### src/rtl/cocpu_mailbox_pkg.sv
// Shared constants for the co-CPU to host mailbox: register offsets, window base, bit positions.
package cocpu_mailbox_pkg;

    localparam logic [1:0] OFS_DATA    = 2'd0;
    localparam logic [1:0] OFS_STATUS  = 2'd1;
    localparam logic [1:0] OFS_CONTROL = 2'd2;

    localparam logic [5:0] WIN_BASE = 6'b111110;

    localparam int STAT_IRQ  = 7;
    localparam int STAT_OVF  = 6;
    localparam int STAT_FULL = 5;

    localparam int CTRL_IRQEN  = 0;
    localparam int CTRL_FLUSH  = 1;
    localparam int CTRL_CLROVF = 2;

endpackage

### src/rtl/cocpu_host_mailbox_fifo.sv
// Synchronous DEPTH x 8 first-word-fall-through FIFO with flush; head valid the cycle after a push.
// Backpressure: push while full is dropped unless a pop frees the slot the same cycle; pop while empty is ignored.
module mailbox_fifo #(
    parameter int DEPTH = 16,
    parameter int AW    = 4
) (
    input  logic          clk,
    input  logic          rst,
    input  logic          push,
    input  logic [7:0]    push_dat,
    input  logic          pop,
    input  logic          flush,
    output logic [7:0]    head_dat,
    output logic [AW:0]   count,
    output logic          full,
    output logic          empty
);

    logic [7:0]    mem [DEPTH];
    logic [AW-1:0] wr_ptr;
    logic [AW-1:0] rd_ptr;
    logic          push_ok;
    logic          pop_ok;

    assign full     = (count == (AW+1)'(DEPTH));
    assign empty    = (count == '0);
    assign head_dat = mem[rd_ptr];

    // A pop on a full FIFO frees the slot the concurrent push lands in.
    assign pop_ok  = pop & ~empty & ~flush;
    assign push_ok = push & ~flush & (~full | pop_ok);

    always_ff @(posedge clk) begin
        if (!rst && push_ok) begin
            mem[wr_ptr] <= push_dat;
        end
    end

    always_ff @(posedge clk) begin
        if (rst || flush) begin
            wr_ptr <= '0;
            rd_ptr <= '0;
            count  <= '0;
        end else begin
            if (push_ok) wr_ptr <= wr_ptr + 1'b1;
            if (pop_ok)  rd_ptr <= rd_ptr + 1'b1;
            case ({push_ok, pop_ok})
                2'b10:   count <= count + 1'b1;
                2'b01:   count <= count - 1'b1;
                default: count <= count;
            endcase
        end
    end

endmodule

### src/rtl/cocpu_host_mailbox.sv
// Co-CPU to host byte mailbox at I/O2 $DFF8-$DFFB with level interrupt; reads are combinational, pushes visible next cycle.
// Backpressure: co-CPU sees cocpu_full; bytes pushed while full are dropped and flagged as sticky overflow.
module cocpu_host_mailbox
    import cocpu_mailbox_pkg::*;
#(
    parameter int DEPTH = 16,
    parameter int AW    = 4
) (
    input  logic       clock_cpu,
    input  logic       reset_cpu,
    input  logic       _io2,
    input  logic       cpu_strobe,
    input  logic       r_w_cpu,
    input  logic [7:0] address_cpu,
    input  logic [7:0] data_cpu_in,
    output logic [7:0] data_cpu_out,
    output logic       data_cpu_oe,
    input  logic       cocpu_wr,
    input  logic [7:0] data_cocpu,
    output logic       cocpu_full,
    output logic       _irq
);

    logic          sel;
    logic          acc;
    logic [1:0]    ofs;
    logic          pop_req;
    logic          ctrl_wr;
    logic          flush;
    logic          clr_ovf;
    logic          ovf_set;
    logic          overflow;
    logic          irq_en;
    logic          irq_out;
    logic [7:0]    head_dat;
    logic [AW:0]   count;
    logic [4:0]    count_field;
    logic          full;
    logic          empty;
    logic          ctrl_unused;

    assign sel     = ~_io2 & (address_cpu[7:2] == WIN_BASE);
    assign acc     = sel & cpu_strobe;
    assign ofs     = address_cpu[1:0];
    assign pop_req = acc & r_w_cpu & (ofs == OFS_DATA);
    assign ctrl_wr = acc & ~r_w_cpu & (ofs == OFS_CONTROL);
    assign flush   = ctrl_wr & data_cpu_in[CTRL_FLUSH];
    assign clr_ovf = ctrl_wr & data_cpu_in[CTRL_CLROVF];
    assign ctrl_unused = ^data_cpu_in[7:3];

    // When full, any DATA read is a real pop, so the push is accepted instead of overflowing.
    assign ovf_set = cocpu_wr & full & ~pop_req & ~flush;

    mailbox_fifo #(.DEPTH(DEPTH), .AW(AW)) u_fifo (
        .clk      (clock_cpu),
        .rst      (reset_cpu),
        .push     (cocpu_wr),
        .push_dat (data_cocpu),
        .pop      (pop_req),
        .flush    (flush),
        .head_dat (head_dat),
        .count    (count),
        .full     (full),
        .empty    (empty)
    );

    always_ff @(posedge clock_cpu) begin
        if (reset_cpu) begin
            overflow <= 1'b0;
            irq_en   <= 1'b0;
        end else begin
            if (ovf_set)      overflow <= 1'b1;
            else if (clr_ovf) overflow <= 1'b0;
            if (ctrl_wr)      irq_en   <= data_cpu_in[CTRL_IRQEN];
        end
    end

    assign irq_out     = irq_en & ~empty;
    assign _irq        = ~irq_out;
    assign cocpu_full  = full;
    assign count_field = 5'(count);
    assign data_cpu_oe = sel & r_w_cpu;

    always_comb begin
        data_cpu_out = 8'h00;
        case (ofs)
            OFS_DATA:    data_cpu_out = empty ? 8'h00 : head_dat;
            OFS_STATUS:  data_cpu_out = {irq_out, overflow, full, count_field};
            OFS_CONTROL: data_cpu_out = {7'b0, irq_en};
            default:     data_cpu_out = 8'h00;
        endcase
    end

endmodule

### config.mk
export PLATFORM = sky130hd
export DESIGN_NAME = cocpu_host_mailbox
export DESIGN_NICKNAME = d
export VERILOG_FILES = /design/src/rtl/cocpu_mailbox_pkg.sv /design/src/rtl/cocpu_host_mailbox_fifo.sv /design/src/rtl/cocpu_host_mailbox.sv
export SDC_FILE = /design/constraint.sdc
export NUM_CORES = 1
export LEC_CHECK = 0
export CAP_MARGIN = 20
export CORE_MARGIN = 2
export CORE_UTILIZATION = 40
export DETAILED_ROUTE_END_ITERATION = 10
export HOLD_SLACK_MARGIN = 0.12
export PLACE_DENSITY = 0.61
export SLEW_MARGIN = 40
export SYNTH_ARGS = -nofsm -noshare
export SYNTH_HDL_FRONTEND = slang
export SYNTH_SLANG_ARGS = --single-unit
### constraint.sdc
create_clock -name clock_cpu -period 5.6 [get_ports clock_cpu]
set_clock_uncertainty 0.15 [all_clocks]
set_input_delay 0.56 -clock clock_cpu [delete_from_list [all_inputs] [get_ports clock_cpu]]
set_output_delay 0.56 -clock clock_cpu [all_outputs]
set_load 0.01 [all_outputs]
==> flow_metrics.env <==
export IMPL_path_class="flop to output pin"
export IMPL_globalRouteOverflowTotal=0
export IMPL_power_density_nw_per_um2=348
export IMPL_grt_most_used_layer="met2"
export IMPL_synthesis_nets=382
export IMPL_synth_sequential_area_ratio_pct=69.6
export IMPL_final_min_period_over_clock_period_pct=71.1
export IMPL_core_area_sq_um=15000
export IMPL_portion_of_total_power_attributed_to_the_clock_network_pct=48.3
export IMPL_rows=45
export IMPL_finalCoreUtilization_pct=48.2
export IMPL_first_global_vias=3327
export IMPL_switching_power_summed_over_all_nets_uw=488
export IMPL_worst_ep_arrival_time_ps=3270
export IMPL_commonest_cells_after_routing_fill_and_taps_aside="sky130_fd_sc_hd__edfxtp_1, sky130_fd_sc_hd__clkdlybuf4s50_1, sky130_fd_sc_hd__mux4_2, sky130_fd_sc_hd__nor2_1"
export IMPL_post_route_cells_drive_above_1_share_pct=18.6
export IMPL_synth_edff_count=128
export IMPL_syn_avg_cell_area_sq_um=17.7
export IMPL_fin_setup_tns_ps=0
export IMPL_synthFlopType="sky130_fd_sc_hd__edfxtp_1"
export IMPL_wire_per_inst_microns=20.8
export IMPL_setup_violations_final=0
export IMPL_grt_first_pass_wirelength_mm=18.9
export IMPL_clock_tree_htree_level_count=4
export IMPL_max_slew_margin_vs_limit_pct=45.7
export IMPL_regToRegEndpoint="u_fifo.count[4]"
export IMPL_maxCapViolations=0
export IMPL_post_cts_setup_buffers=0
export IMPL_max_clock_freq_ghz=0.251
export IMPL_ys_types=43
export IMPL_detailed_place_hpwl_mm=7.77
export IMPL_portBuffers=35
export IMPL_clock_sink_count=147
export IMPL_regToRegStartpoint="u_fifo.count[0]"
export IMPL_global_route_usage_met3_pct=3.43
export IMPL_met2_usage_pct=24.6
export IMPL_postSynthRegisterBits=147
export IMPL_cpMostUsedCell="sky130_fd_sc_hd__a211oi_1"
export IMPL_layout_commonest_cell="sky130_fd_sc_hd__edfxtp_1"
export IMPL_ctsHoldBuffers=0
export IMPL_wl_final_mm=12.2
export IMPL_cpPeakStageDelay_ps=750
export IMPL_worstHoldStart="overflow"
export IMPL_ff2ff_setup_slack_ps=2490
export IMPL_worst_setup_path_start_kind="flop"
export IMPL_crit_path_end_kind="output pin"
export IMPL_detailedRoute_firstPassIterationCount=4
export IMPL_peak_supply_drop_mv=0.193
export IMPL_num_vias=3208
export IMPL_vias_per_cell=5.48
export IMPL_globalplace_congestion=0.794
export IMPL_area_growth_syn_to_layout_pct=19.3
export IMPL_fp_dieW_microns=127
export IMPL_postSynthCellCount=343
export IMPL_starting_density_pct=40.4
export IMPL_netlist_area_sq_um=6070
export IMPL_pwr_share_comb_pct=3.7
export IMPL_clock_path_buffers=2
export IMPL_worst_r2r_path_depth=11
export IMPL_drt_iter0_drc=217
export IMPL_antenna_found_initial=0
export IMPL_finish_net_count=423
export IMPL_min_delay_path_class="flop to flop"
export IMPL_postSynth_asyncResetShare_pct=0
export IMPL_worst_slew_pin_slew_ps=815
export IMPL_power_leakage_nw=2.40
export IMPL_postLayoutCellArea_sq_um=7240
export IMPL_rsz0062_at_grt="no"
export IMPL_final_min_clock_period_ps=3980
export IMPL_grt_start_max_net_pins=30
export IMPL_pin_count=41
export IMPL_worst_path_max_fanout=18
export IMPL_globalRouteMet1Util_pct=21.8
export IMPL_die_height_microns=127
export IMPL_worst_endpoint_required_ps=4890
export IMPL_power_share_switching_pct=19.4
export IMPL_antenna_nets_post_route=0
export IMPL_crit_chain="buf_4 -> mux4_2 -> nor2b_1 -> a211oi_1 -> a211oi_1 -> a21oi_1 -> nor2_1 -> clkdlybuf4s50_1"
export IMPL_placed_area_sq_um=6610
export IMPL_hold_viol_final=0
export IMPL_worst_path_max_delay_cell="sky130_fd_sc_hd__dfxtp_2"
export IMPL_outcome="complete, no violations"
export IMPL_cts_root_buf="sky130_fd_sc_hd__clkbuf_16"
export IMPL_grt_total_usage_pct=16.1
export IMPL_cts_reportedPaths_clkPinSlew_ps=60
export IMPL_design_die_area_sq_um=16200
export IMPL_min_delay_path_depth=2
export IMPL_detail_route_drc_violations=0
export IMPL_worst_skew_pair_late_latency_ps=410
export IMPL_cts_made_buffers=17
export IMPL_final_max_slew_viol_count=0
export IMPL_antennaDiodeCount=0
export IMPL_min_delay_worst_endpoint="overflow"
export IMPL_synth_warning_count=0
export IMPL_cts_tree="yes"
export IMPL_internal_power_mw=2.03
export IMPL_ctsResizeCount=0
export IMPL_power_share_sequential_pct=48.0
==> critical path, delay by kind of cell, from the launching register on <==
family | cells | cell delay, ps
simple gates | 2 | 200
mux | 1 | 530
flops | 1 | 750
buf+inv | 2 | 910
compound gates | 3 | 470
==> area by class of cell <==
type,count,area [sq um]
clock buffer,17,425
clock inverter,15,213
fill,1266,7790
inverter,7,26.3
multi-input combinational,174,1750
sequential,147,4230
tap,188,235
timing repair buffer,37,365
==> synth_stat cells (2+ instances only) <==
cell type                    n  area (sq um)
sky130_fd_sc_hd__dfxtp_1    19           380
sky130_fd_sc_hd__nor4_1      3          18.8
sky130_fd_sc_hd__a221o_1     2          20.0
sky130_fd_sc_hd__edfxtp_1  128          3840
sky130_fd_sc_hd__inv_1       7          26.3
sky130_fd_sc_hd__a211oi_1    6          45.0
sky130_fd_sc_hd__ha_1        8           100
sky130_fd_sc_hd__a21o_1      4          30.0
sky130_fd_sc_hd__a22oi_1     8          60.1
sky130_fd_sc_hd__buf_1       2          7.51
sky130_fd_sc_hd__xnor2_1     6          52.6
sky130_fd_sc_hd__buf_2       3          15.0
sky130_fd_sc_hd__nor2b_1     6          37.5
sky130_fd_sc_hd__xor2_1      2          17.5
sky130_fd_sc_hd__nor2_1     25          93.8
sky130_fd_sc_hd__a22o_1      4          35.0
sky130_fd_sc_hd__nand4b_1    3          26.3
sky130_fd_sc_hd__a21oi_1     7          35.0
sky130_fd_sc_hd__nand4_1     2          12.5
sky130_fd_sc_hd__nor3_1      5          25.0
sky130_fd_sc_hd__nand2_1     9          33.8
sky130_fd_sc_hd__and3_1     16           100
sky130_fd_sc_hd__mux2i_1     8          80.1
sky130_fd_sc_hd__clkbuf_1    9          33.8
sky130_fd_sc_hd__mux4_2     33           743
==> registers in the layout (all words and copies together) (netlist names), named ones only <==
signal and count:
irq_en 1, overflow 1, u_fifo.wr_ptr 4, u_fifo.mem 128
u_fifo.rd_ptr 4, u_fifo.count 5
==> layer usage <==
layer	share of wire [%]	vias up
met5	0	-
met4	1.3	0
met3	5.7	8
met2	49	90
met1	44	1645
li1	-	1465
==> how the worst max path moves through the flow <==
stage	slack, ps	depth (start not counted)	to
floorplan	2740	7	data_cpu_out[2]
CTS	1490	8	data_cpu_out[5]
global route	1300	8	data_cpu_out[5]
finish	1620	8	data_cpu_out[5]
detailed placement	1950	8	data_cpu_out[5]
global placement	1930	8	data_cpu_out[5]
==> power groups by stage <==
stage | logic, mW | registers [mW] | clock network [mW]
2_1_floorplan | 0.0448 | 1.23 | 0
3_3_place_gp | 0.0917 | 1.23 | 0
3_5_place_dp | 0.0939 | 1.23 | 0
4_1_cts | 0.0949 | 1.21 | 1.24
5_1_grt | 0.103 | 1.21 | 1.28
6_report | 0.0942 | 1.21 | 1.22
==> stage by stage <==
step / total power [mW] / worst slack [ps] / std cells / hold slack, ps
floorplan: 1.27 / 2740 / 343 / 276
global placement: 1.32 / 1930 / 553 / 301
detailed placement: 1.32 / 1950 / 553 / 313
CTS: 2.54 / 1490 / 585 / 322
global route: 2.59 / 1300 / 585 / 336
finish: 2.52 / 1620 / 585 / 321
==> kinds of logic (layout without fill, tap and decap cells) <==
group | after synthesis | after routing | synth area share [%]
XOR/XNOR | 8 | 8 | 1.15
flip-flops | 147 | 147 | 69.6
AND/OR/NAND/NOR | 77 | 77 | 6.89
adder cells (fa/ha/maj) | 9 | 9 | 1.98
multiplexers | 43 | 43 | 14.1
AO/OA/AOI/OAI | 37 | 37 | 4.72
buffers and inverters | 22 | 76 | 1.55
Power figures use the tool's default switching activity.
